<file path="src/rtl/thread_wait_queue_pkg.sv">
// Shared thread-id type and the dequeue-selection encoding used by the wait queue.
package EV_types;
  typedef logic [3:0] thread_id_t;
endpackage

package thread_wait_queue_pkg;
  typedef enum logic [1:0] {
    DEQ_NONE,
    DEQ_HEAD,
    DEQ_SECOND
  } deq_sel_e;
endpackage

</file>
<file path="src/rtl/thread_wait_queue.sv">
// Age-ordered wait queue of parked thread ids; the scheduler may claim the head
// or the second-oldest entry, and new threads are appended at the tail.
module thread_wait_queue
  import EV_types::*;
  import thread_wait_queue_pkg::*;
#(
  parameter int unsigned DEPTH = 7
) (
  input  logic       clk,
  input  logic       rst,
  input  logic       enq_valid,
  input  thread_id_t enq_id,
  input  logic       requesting_thread,
  input  thread_id_t requested_thread_id,
  output thread_id_t waiting_thread_count,
  output thread_id_t waiting_next_id,
  output thread_id_t waiting_next_id2,
  output logic       overflow_err,
  output logic       dup_err
);

  thread_id_t entries_q [DEPTH];
  thread_id_t entries_d [DEPTH];
  thread_id_t mid       [DEPTH];
  thread_id_t count_q, count_d, mid_count;
  logic       ovf_q, ovf_d, dup_q, dup_d;
  logic       hit;
  deq_sel_e   deq_sel;

  always_comb begin
    deq_sel = DEQ_NONE;
    if (requesting_thread) begin
      if (count_q != '0 && requested_thread_id == entries_q[0])
        deq_sel = DEQ_HEAD;
      else if (count_q >= thread_id_t'(2) && requested_thread_id == entries_q[1])
        deq_sel = DEQ_SECOND;
    end

    // Dequeue is applied first; the enqueue then sees the post-removal contents.
    mid       = entries_q;
    mid_count = count_q;
    case (deq_sel)
      DEQ_HEAD: begin
        for (int unsigned i = 0; i < DEPTH - 1; i++) mid[i] = entries_q[i+1];
        mid[DEPTH-1] = '0;
        mid_count    = count_q - thread_id_t'(1);
      end
      DEQ_SECOND: begin
        for (int unsigned i = 1; i < DEPTH - 1; i++) mid[i] = entries_q[i+1];
        mid[DEPTH-1] = '0;
        mid_count    = count_q - thread_id_t'(1);
      end
      default: ;
    endcase

    hit = 1'b0;
    for (int unsigned i = 0; i < DEPTH; i++)
      if (thread_id_t'(i) < mid_count && mid[i] == enq_id) hit = 1'b1;

    entries_d = mid;
    count_d   = mid_count;
    ovf_d     = ovf_q;
    dup_d     = dup_q;
    if (enq_valid) begin
      if (hit) begin
        dup_d = 1'b1;
      end else if (mid_count == thread_id_t'(DEPTH)) begin
        ovf_d = 1'b1;
      end else begin
        for (int unsigned i = 0; i < DEPTH; i++)
          if (thread_id_t'(i) == mid_count) entries_d[i] = enq_id;
        count_d = mid_count + thread_id_t'(1);
      end
    end
  end

  always_ff @(posedge clk) begin
    if (rst) begin
      for (int unsigned i = 0; i < DEPTH; i++) entries_q[i] <= '0;
      count_q <= '0;
      ovf_q   <= 1'b0;
      dup_q   <= 1'b0;
    end else begin
      entries_q <= entries_d;
      count_q   <= count_d;
      ovf_q     <= ovf_d;
      dup_q     <= dup_d;
    end
  end

  // Slots beyond the count are held at zero, so the raw head/second registers
  // already read as zero when the queue is too short.
  assign waiting_thread_count = count_q;
  assign waiting_next_id      = entries_q[0];
  assign waiting_next_id2     = entries_q[1];
  assign overflow_err         = ovf_q;
  assign dup_err              = dup_q;

endmodule

</file>
<file path="config.mk">
export PLATFORM = sky130hd
export DESIGN_NAME = thread_wait_queue
export DESIGN_NICKNAME = d
export VERILOG_FILES = /design/src/rtl/thread_wait_queue_pkg.sv /design/src/rtl/thread_wait_queue.sv
export SDC_FILE = /design/constraint.sdc
export NUM_CORES = 1
export LEC_CHECK = 0
export BUFFER_PORTS_ARGS = -buffer_cell sky130_fd_sc_hd__buf_2
export CAP_MARGIN = 20
export CORE_ASPECT_RATIO = 0.5
export CORE_MARGIN = 2
export CORE_UTILIZATION = 60
export DETAILED_ROUTE_END_ITERATION = 16
export PLACE_DENSITY = 0.81
export SYNTH_ARGS = -nofsm -noshare
export SYNTH_HDL_FRONTEND = slang
export SYNTH_SLANG_ARGS = --single-unit
</file>
<file path="constraint.sdc">
create_clock -name clk -period 8.1 [get_ports clk]
set_input_delay 1.215 -clock clk [delete_from_list [all_inputs] [get_ports clk]]
set_output_delay 1.215 -clock clk [all_outputs]
set_load 0.05 [all_outputs]
</file>
==> impl_metrics.py, run 1 <==
metrics = {
    "place": {
        "dpl.hpwl_mm": 4.80,
        "port_buffers": 25,
        "post_dp_cell_area_um2": 2700,
        "gp_congestion": 0.887,
    },
    "sta": {
        "rsz0062_at_grt": "no",
        "setup_viol": 0,
        "fin_skew_ps": 6.90,
        "finalCritPeriodShare_pct": 59.9,
        "hold_violations": 0,
        "tightest_slew_ps": 684,
        "maxSlewViolCount": 0,
        "relSlewSlack_pct": 53.1,
        "finalSetupTns_ps": 0,
        "max_clock_freq_mhz": 206,
        "min_period_ps": 4850,
    },
    "grt": {
        "overflow": 0,
        "grt_pass1_vias": 2142,
        "met1_usage_pct": 35.5,
        "grtUsageMet2_pct": 42.5,
        "grt_pass1_wl_mm": 10.5,
        "antenna_found_initial": 0,
        "grt_max_degree": 34,
        "top_usage_layer": "met2",
        "gr-usage-all-layers_pct": 26.6,
        "use_met3_pct": 7.39,
    },
    "detailed_routing": {
        "ant_nets": 0,
        "drt_iter0_markers": 130,
        "wl_per_cell_um": 17.6,
        "vias_per_cell": 6.07,
        "vias": 2184,
        "wl_mm": 6.35,
        "first_pass_iters": 4,
        "drc": 0,
    },
    "setup_path": {
        "r2r_end": "entries_q[17]",
        "endpoint_kind": "flop",
        "crit_path_start_kind": "input pin",
        "critPathRequiredTime_ps": 8290,
        "path_max_fanout": 25,
        "critPathArrivalTime_ps": 5040,
        "r2r_start": "waiting_thread_count[1]",
        "r2r_slack_ps": 3660,
        "ff2ff_path_depth": 13,
        "crit_type": "in -> reg",
    },
    "layout": {
        "layout_commonest_cell": "dfxtp_1",
        "syn_to_final_growth_pct": 4.95,
        "antenna_cells": 0,
        "design_area_um2": 2790,
        "mostFrequentLayoutCells": "dfxtp_1, mux2i_1, xnor2_1",
        "drive_gt1_share_pct": 19.8,
        "nets": 320,
        "fillers": 365,
    },
    "pwr": {
        "p_leak_uw": 0.00119,
        "total_power_uw": 459,
        "power.density_nw_per_um2": 165,
        "ir_worst_vdd_mv": 0.0845,
    },
    "clock_network": {
        "clk_latency_ps": 290,
        "hold_buffers": 0,
        "post_cts_buffers": 0,
        "cts.reportedPaths.clkPinSlew_ps": 70,
        "cts.path.max_buffers": 2,
        "root_buffer": "clkbuf_8",
        "cts_tree": "yes",
        "cts_buffers": 5,
        "htreeDepth": 2,
        "cts_resized": 0,
        "cts.sinks": 34,
    },
    "logic_synthesis": {
        "yosysTopAreaCell": "dfxtp_1",
        "yosysWarnings": 0,
        "ys.flop_type": "dfxtp_1",
        "syn_nets": 311,
        "synth.avg_cell_area_um2": 9.07,
        "ys_top_cells_by_area": "dfxtp_1, mux2i_1, xnor2_1",
        "synth-async-reset-ratio_pct": 0,
        "synth-seq-cells": 34,
        "synth_top_area_share_pct": 25.6,
        "synth_edf_count": 0,
        "netlist-cell-type-count": 48,
        "syn_inst": 293,
        "synth_area_um2": 2660,
        "ys_seq_area_share_pct": 25.6,
    },
    "min_path": {
        "hold_end": "dup_err",
        "min_path_type": "reg -> reg",
        "min_from": "dup_err",
        "hold_path_depth": 2,
    },
    "flow_run": {
        "drv_cap": 0,
    },
    "status": {
        "status": "completed",
    },
    "floorplan": {
        "die_area_um2": 5010,
        "core_um2": 4320,
        "io_pins": 26,
        "die_w_um": 98.1,
        "row_count": 17,
        "die_h_um": 51.1,
        "initial_core_util_pct": 61.5,
    },
}
[critical path, stage by stage]
cell and delay (ps):
buf_2 120, xor2_1 150, a2111oi_0 390, nand4_1 140, ha_1 470, buf_4 430, mux2i_1 310, xnor2_1 110
nor4_2 430, a22oi_2 160, o211ai_1 640, nor2_1 210, o31ai_1 250
[metrics by stage]
step	setup slack, ps	hold WS, ps	utilization (%)	cells
global placement	3080	432	62.4	352
finish	3250	465	64.6	360
CTS	3270	454	64.6	360
global route	2930	486	64.6	360
detailed placement	3010	444	62.4	352
floorplan	3510	470	-	293
[Yosys cell counts, types with 4 or more instances]
library cell and instances:
dfxtp_1 34, mux2i_1 31, xnor2_1 29, nor2_1 22
or3_1 15, inv_1 14, nand2_1 14, buf_4 8
mux2_1 8, o21ai_0 8, o31ai_2 8, xor2_1 8
nand2b_1 7, a21oi_1 6, clkbuf_1 6, ha_1 6
nor2b_1 6, buf_2 5, buf_6 5, nor4_1 5
mux2_2 4, nand3_1 4, o31ai_1 4
[layout make-up]
| type | count | area, um2 | share of cell area [%] |
|---|---|---|---|
| Multi-Input combinational cell | 221 | 1760 | 63.1 |
| Sequential cell | 34 | 681 | 24.4 |
| Timing Repair Buffer | 26 | 133 | 4.76 |
| Clock buffer | 7 | 86.3 | 3.10 |
| Tap cell | 57 | 71.3 | 2.56 |
| Inverter | 14 | 52.6 | 1.89 |
| Clock inverter | 1 | 5.00 | 0.180 |
[report_power, final]
part | internal (uW) | total (uW) | switching, uW
clock | 68.6 | 132 | 63.3
sequential | 175 | 186 | 10.7
combinational | 47.3 | 141 | 93.5
total | 291 | 459 | 167
[registers in the layout, indices dropped and copies added (netlist names)]
register / cells
entries_q: 20
waiting_next_id2: 4
waiting_next_id: 4
waiting_thread_count: 4
dup_err: 1
overflow_err: 1
[layer usage]
metal / wire length, um / up-vias
met4: 129 / 0
met5: 0 / -
met2: 2830 / 100
li1: - / 1041
met1: 2850 / 1028
met3: 542 / 15
[cells by family after synthesis]
| group | Yosys count | share of synthesized area, % |
|---|---|---|
| AOI/OAI and AO/OA | 44 | 13.9 |
| xor gates and xnor gates | 37 | 12.2 |
| adders and majority gates | 6 | 2.83 |
| buffers and inverters | 38 | 8.15 |
| DFF | 34 | 25.6 |
| muxes | 44 | 17.3 |
| and+or+nand+nor | 90 | 20.0 |
[worst max path at each step]
stage                      startpoint       endpoint  slack [ps]  depth (start not counted)
3_3_place_gp   requested_thread_id[1]   entries_q[4]        3080                         13
2_1_floorplan  requested_thread_id[1]  entries_q[10]        3510                         14
6_report       requested_thread_id[1]  entries_q[17]        3250                         13
3_5_place_dp   requested_thread_id[1]   entries_q[7]        3010                         13
5_1_grt        requested_thread_id[1]  entries_q[16]        2930                         13
4_1_cts        requested_thread_id[1]   entries_q[7]        3270                         13
(Power assumes the default switching activity.)
==> run 2: changes to the inputs <==
==> constraint.sdc (replaced) <==
create_clock -name clk -period 4.8 [get_ports clk]
set_input_delay 0.72 -clock clk [delete_from_list [all_inputs] [get_ports clk]]
set_output_delay 0.72 -clock clk [all_outputs]
set_load 0.05 [all_outputs]
==> run 2 against run 1 <==
Effect of this change:
- clock skew down 1.5 ps
- register-to-register slack lost 3300 ps
- die area is the same
- utilization increased by 0.87 points
- non-clock buffer count is 5 higher
- final cell count grew 1.4%
- global-route usage up 1.2 points
- wire length rose by 5.6%
- cell area rose by 1.3%
- flip-flop and latch count unchanged
- setup slack worse by 2900 ps
- critical path type is now reg -> reg
- largest cell class unchanged
- largest power group unchanged
- highest routed layer unchanged
==> impl_metrics.py, run 2 (synthesis gave the netlist of run 1 again) <==
metrics = {
    "sta": {
        "maxSlewViolCount": 0,
        "hold_violations": 0,
        "finalCritPeriodShare_pct": 92.2,
        "tightest_slew_ps": 703,
        "min_period_ps": 4420,
        "fin_skew_ps": 5.43,
        "max_clock_freq_mhz": 226,
        "finalSetupTns_ps": 0,
        "rsz0062_at_grt": "no",
        "relSlewSlack_pct": 53.1,
        "setup_viol": 0,
    },
    "layout": {
        "drive_gt1_share_pct": 21.1,
        "layout_commonest_cell": "dfxtp_1",
        "fillers": 353,
        "largest-register": "entries_q",
        "syn_to_final_growth_pct": 6.36,
        "mostFrequentLayoutCells": "dfxtp_1, mux2i_1, xnor2_1",
        "largest_register_ffs": 20,
        "antenna_cells": 0,
        "nets": 325,
        "layoutNonFillerInstCount": 365,
    },
    "clock_network": {
        "clk_latency_ps": 300,
        "cts_resized": 0,
        "cts.reportedPaths.clkPinSlew_ps": 70,
        "cts.path.max_buffers": 2,
        "cts_tree": "yes",
        "post_cts_buffers": 0,
        "cts_buffers": 5,
        "hold_buffers": 0,
        "cts.sinks": 34,
        "root_buffer": "clkbuf_8",
        "htreeDepth": 2,
    },
    "floorplan": {
        "die_h_um": 51.1,
        "die_area_um2": 5010,
        "initial_core_util_pct": 61.5,
        "die_w_um": 98.1,
        "row_count": 17,
        "io_pins": 26,
        "core_um2": 4320,
    },
    "detailed_routing": {
        "dr_wl_met2_mm": 3.08,
        "drt_iter0_markers": 238,
        "ant_nets": 0,
        "vias_per_cell": 6.14,
        "wl_mm": 6.70,
        "wl_met3_um": 510,
        "wl_per_cell_um": 18.4,
        "first_pass_iters": 6,
        "vias": 2241,
        "drc": 0,
        "top_layer": "met4",
        "drt-met1-wl_mm": 2.96,
    },
    "pwr": {
        "p_leak_uw": 0.00121,
        "total_power_uw": 786,
        "power.density_nw_per_um2": 278,
        "ir_worst_vdd_mv": 0.129,
    },
    "grt": {
        "gr-usage-all-layers_pct": 27.8,
        "antenna_found_initial": 0,
        "grt_pass1_vias": 2145,
        "grt_max_degree": 34,
        "grt_pass1_wl_mm": 10.8,
        "overflow": 0,
    },
    "setup_path": {
        "crit_type": "reg -> reg",
        "critPathSlowestCell": "ha_1",
        "critPathRequiredTime_ps": 4960,
        "endpoint_kind": "flop",
        "cpPeakStageDelay_ps": 710,
        "path_max_fanout": 15,
        "crit_chain": "ha_1, nor2_1, a2111oi_0, nand4_1, ha_1, mux2i_1, xnor2_1, nor4_1, a21oi_1, o2111ai_4, buf_4, or3_1, o31ai_2",
        "critPathArrivalTime_ps": 4590,
        "crit_path_start_kind": "flop",
        "crit_top_cell": "ha_1",
    },
    "min_path": {
        "min_path_type": "reg -> reg",
    },
    "place": {
        "dpl.hpwl_mm": 5.10,
        "placed_cells": 357,
        "port_buffers": 25,
        "gp_congestion": 0.959,
    },
    "flow_run": {
        "drv_cap": 0,
    },
    "status": {
        "status": "completed",
    },
}
[run 2: cell count changes in the layout (fill, tap and decap cells not counted)]
cell   delta
buf_4     +5
[run 2: power by group]
| group | leakage (uW) | internal, uW | total (uW) | switching [uW] |
|---|---|---|---|---|
| logic | 0.000886 | 84.5 | 247 | 162 |
| clock network | 0.0000482 | 116 | 226 | 110 |
| registers | 0.000275 | 296 | 313 | 17.5 |
| total | 0.00121 | 496 | 786 | 290 |
[run 2: path summary, 6_finish.rpt]
| kind | start | to | slack [ps] | depth (start not counted) |
|---|---|---|---|---|
| setup / recovery | waiting_thread_count[1] | waiting_next_id[0] | 380 | 13 |
| hold / removal | dup_err | dup_err | 460 | 2 |
| hold reg to reg | dup_err | dup_err | 460 | 2 |
| setup reg to reg | waiting_thread_count[1] | waiting_next_id[0] | 380 | 13 |
[run 2: stage by stage]
stage / worst slack [ps] / area (um2) / utilization (%) / hold WS [ps]
after floorplan: 500 / 2660 / - / 470
after global placement: 467 / 2730 / 63.3 / 432
after detailed placement: 263 / 2730 / 63.3 / 444
after CTS: 488 / 2830 / 65.4 / 455
after global routing: 98.3 / 2830 / 65.4 / 483
final: 376 / 2830 / 65.4 / 458
[run 2: layout make-up]
cell class              count  area, um2  area share (%)
multi-input cells         221       1760            62.3
flip-flops and latches     34        681            24.1
repair buffers             31        170            6.02
clock buffers               7       86.3            3.06
well taps                  57       71.3            2.52
inverters                  14       52.6            1.86
clock inverters             1       5.00           0.177
[run 2: layer usage]
metal / vias up / GRT usage [%]
li1: 1046 / -
met1: 1064 / 37.5
met2: 115 / 46.1
met3: 16 / 3.42
met4: 0 / 10.9
met5: - / 0
[run 2: critical path, delay by kind of cell (launching register included)]
family / cells / cell delay [ps]
AOI/OAI and AO/OA: 4 / 1200
and+or+nand+nor: 4 / 960
adders and majority gates: 2 / 910
DFF: 1 / 490
muxes: 1 / 350
buffers and inverters: 1 / 270
xor gates and xnor gates: 1 / 100
==> run 3: changes to the inputs <==
--- a/config.mk
+++ b/config.mk
@@ -11,6 +11,7 @@
 export CORE_MARGIN = 2
 export CORE_UTILIZATION = 60
 export DETAILED_ROUTE_END_ITERATION = 16
+export GPL_TIMING_DRIVEN = 0
 export PLACE_DENSITY = 0.81
 export SYNTH_ARGS = -nofsm -noshare
 export SYNTH_HDL_FRONTEND = slang
==> run 3 against run 2 <==
Effect of this change:
- worst hold slack lost 9.6 ps
- count of clock-buffer cells in the layout unchanged
- wire length decreased by 2.8%
- total power decreased by 2.0%
- flip-flop and latch count unchanged
- clock skew barely moved
- fmax down 1.7%
- clock power decreased by 11%
- critical path type unchanged
- largest cell class unchanged
- largest power group unchanged
- highest routed layer unchanged
==> impl_metrics.py, run 3 (synthesis gave the netlist of run 1 again) <==
metrics = {
    "status": {
        "status": "completed",
    },
    "layout": {
        "drive_gt1_share_pct": 22.7,
        "fillers": 340,
        "design_area_um2": 2920,
        "syn_to_final_growth_pct": 9.94,
        "largest-register": "entries_q",
        "largest_register_ffs": 20,
        "mostFrequentLayoutCells": "dfxtp_1, mux2i_1, xnor2_1",
        "layoutNonFillerInstCount": 378,
        "layout_commonest_cell": "dfxtp_1",
        "antenna_cells": 0,
        "nets": 339,
    },
    "grt": {
        "grt_max_degree": 11,
        "overflow": 0,
        "grt_pass1_wl_mm": 10.4,
        "antenna_found_initial": 0,
        "grt_pass1_vias": 2151,
        "gr-usage-all-layers_pct": 26.3,
    },
    "setup_path": {
        "crit_type": "reg -> reg",
        "path_max_fanout": 10,
        "endpoint_kind": "flop",
        "cp_top_family": "simple AND/OR/NAND/NOR gates",
        "cpPeakStageDelay_ps": 570,
        "crit_path_start_kind": "flop",
        "path_buf_inv": 3,
        "critPathSlowestCell": "or4_1",
        "critPathArrivalTime_ps": 4670,
        "critPathRequiredTime_ps": 4970,
        "crit_chain": "ha_1, nor2_1, a2111oi_0, nand4_1, ha_1, buf_6, buf_6, buf_6, mux2i_2, ha_1, nor2_1, or4_1, o21ai_4, nor3_4, mux2_1",
    },
    "clock_network": {
        "htreeDepth": 2,
        "post_cts_buffers": 0,
        "cts_buffers": 5,
        "cts.reportedPaths.clkPinSlew_ps": 70,
        "clk_latency_ps": 280,
        "root_buffer": "clkbuf_8",
        "cts.sinks": 34,
        "cts.path.max_buffers": 2,
        "cts_tree": "yes",
    },
    "sta": {
        "hold_violations": 0,
        "maxSlewViolCount": 0,
        "tightest_slew_ps": 627,
        "setup_viol": 0,
        "whs_ps": 448,
        "min_period_ps": 4500,
        "relSlewSlack_pct": 58.2,
        "rsz0062_at_grt": "no",
        "finalCritPeriodShare_pct": 93.8,
        "fin_ws_ps": 298,
        "fin_skew_ps": 5.35,
        "max_clock_freq_mhz": 222,
    },
    "min_path": {
        "min_path_type": "reg -> reg",
    },
    "pwr": {
        "p_sw_share_pct": 36.5,
        "ir_worst_vdd_mv": 0.134,
        "p_switching_uw": 281,
        "power.density_nw_per_um2": 264,
        "p_int_uw": 489,
        "combPwrFrac_pct": 33.4,
        "total_power_uw": 770,
        "power_frac_clock_pct": 26.1,
        "seq_power_share_pct": 40.5,
        "p_leak_uw": 0.00126,
    },
    "floorplan": {
        "row_count": 17,
        "die_h_um": 51.1,
        "die_w_um": 98.1,
        "initial_core_util_pct": 61.5,
        "io_pins": 26,
        "die_area_um2": 5010,
        "core_um2": 4320,
    },
    "detailed_routing": {
        "wl_mm": 6.51,
        "vias": 2245,
        "drc": 0,
        "ant_nets": 0,
        "drt_iter0_markers": 207,
        "vias_per_cell": 5.94,
        "first_pass_iters": 5,
        "wl_per_cell_um": 17.2,
    },
    "flow_run": {
        "drv_cap": 0,
    },
    "place": {
        "port_buffers": 21,
        "dpl.hpwl_mm": 4.95,
        "place_ws_ps": -55.7,
        "placed_cells": 371,
        "post_dp_cell_area_um2": 2830,
        "gp_congestion": 0.969,
    },
}
## run 3: cell type report
class,instances,area (um2),share of cell area [%]
Sequential cell,34,681,23.3
Timing Repair Buffer,21,105,3.60
Clock buffer,7,76.3,2.61
Buffer,24,164,5.61
Multi-Input combinational cell,221,1770,60.6
Tap cell,57,71.3,2.44
Inverter,14,52.6,1.80
## run 3: metrics by stage
step | util, % | TNS, ps
5_1_grt | 67.6 | 0
4_1_cts | 67.4 | 0
3_3_place_gp | 65.6 | 0
2_1_floorplan | - | 0
6_report | 67.6 | 0
3_5_place_dp | 65.6 | -395
## run 3: final timing paths
check	slack [ps]	startpoint	end	cells past startpoint
worst min register to register	450	dup_err	dup_err	2
worst min-delay path	450	dup_err	dup_err	2
worst max-delay path	300	waiting_thread_count[1]	entries_q[5]	15
worst max register to register	300	waiting_thread_count[1]	entries_q[5]	15
## run 3: per-layer routing
| layer | global-route usage, % | share of wire, % |
|---|---|---|
| met5 | 0 | 0 |
| met4 | 5.09 | 1.2 |
| met3 | 7.25 | 8.0 |
| met2 | 43.4 | 45 |
| met1 | 35.2 | 46 |
## run 3: power by group through the flow
stage | Combinational [uW] | Clock [uW] | Sequential, uW
after floorplan | 189 | 0 | 326
after global placement | 243 | 0 | 317
after global routing | 276 | 212 | 314
after CTS | 252 | 201 | 312
final | 257 | 201 | 312
after detailed placement | 251 | 0 | 318
## run 3: timing repair
item / in CTS / in global routing
hold buffers: 0 / 0
resized for setup: 0 / 2
endpoints found under the setup margin: 0 / 8
## run 3: worst min-delay path: stages, from the launching register on
cell,delay [ps]
dfxtp_1,310
inv_1,50
a21oi_1,50
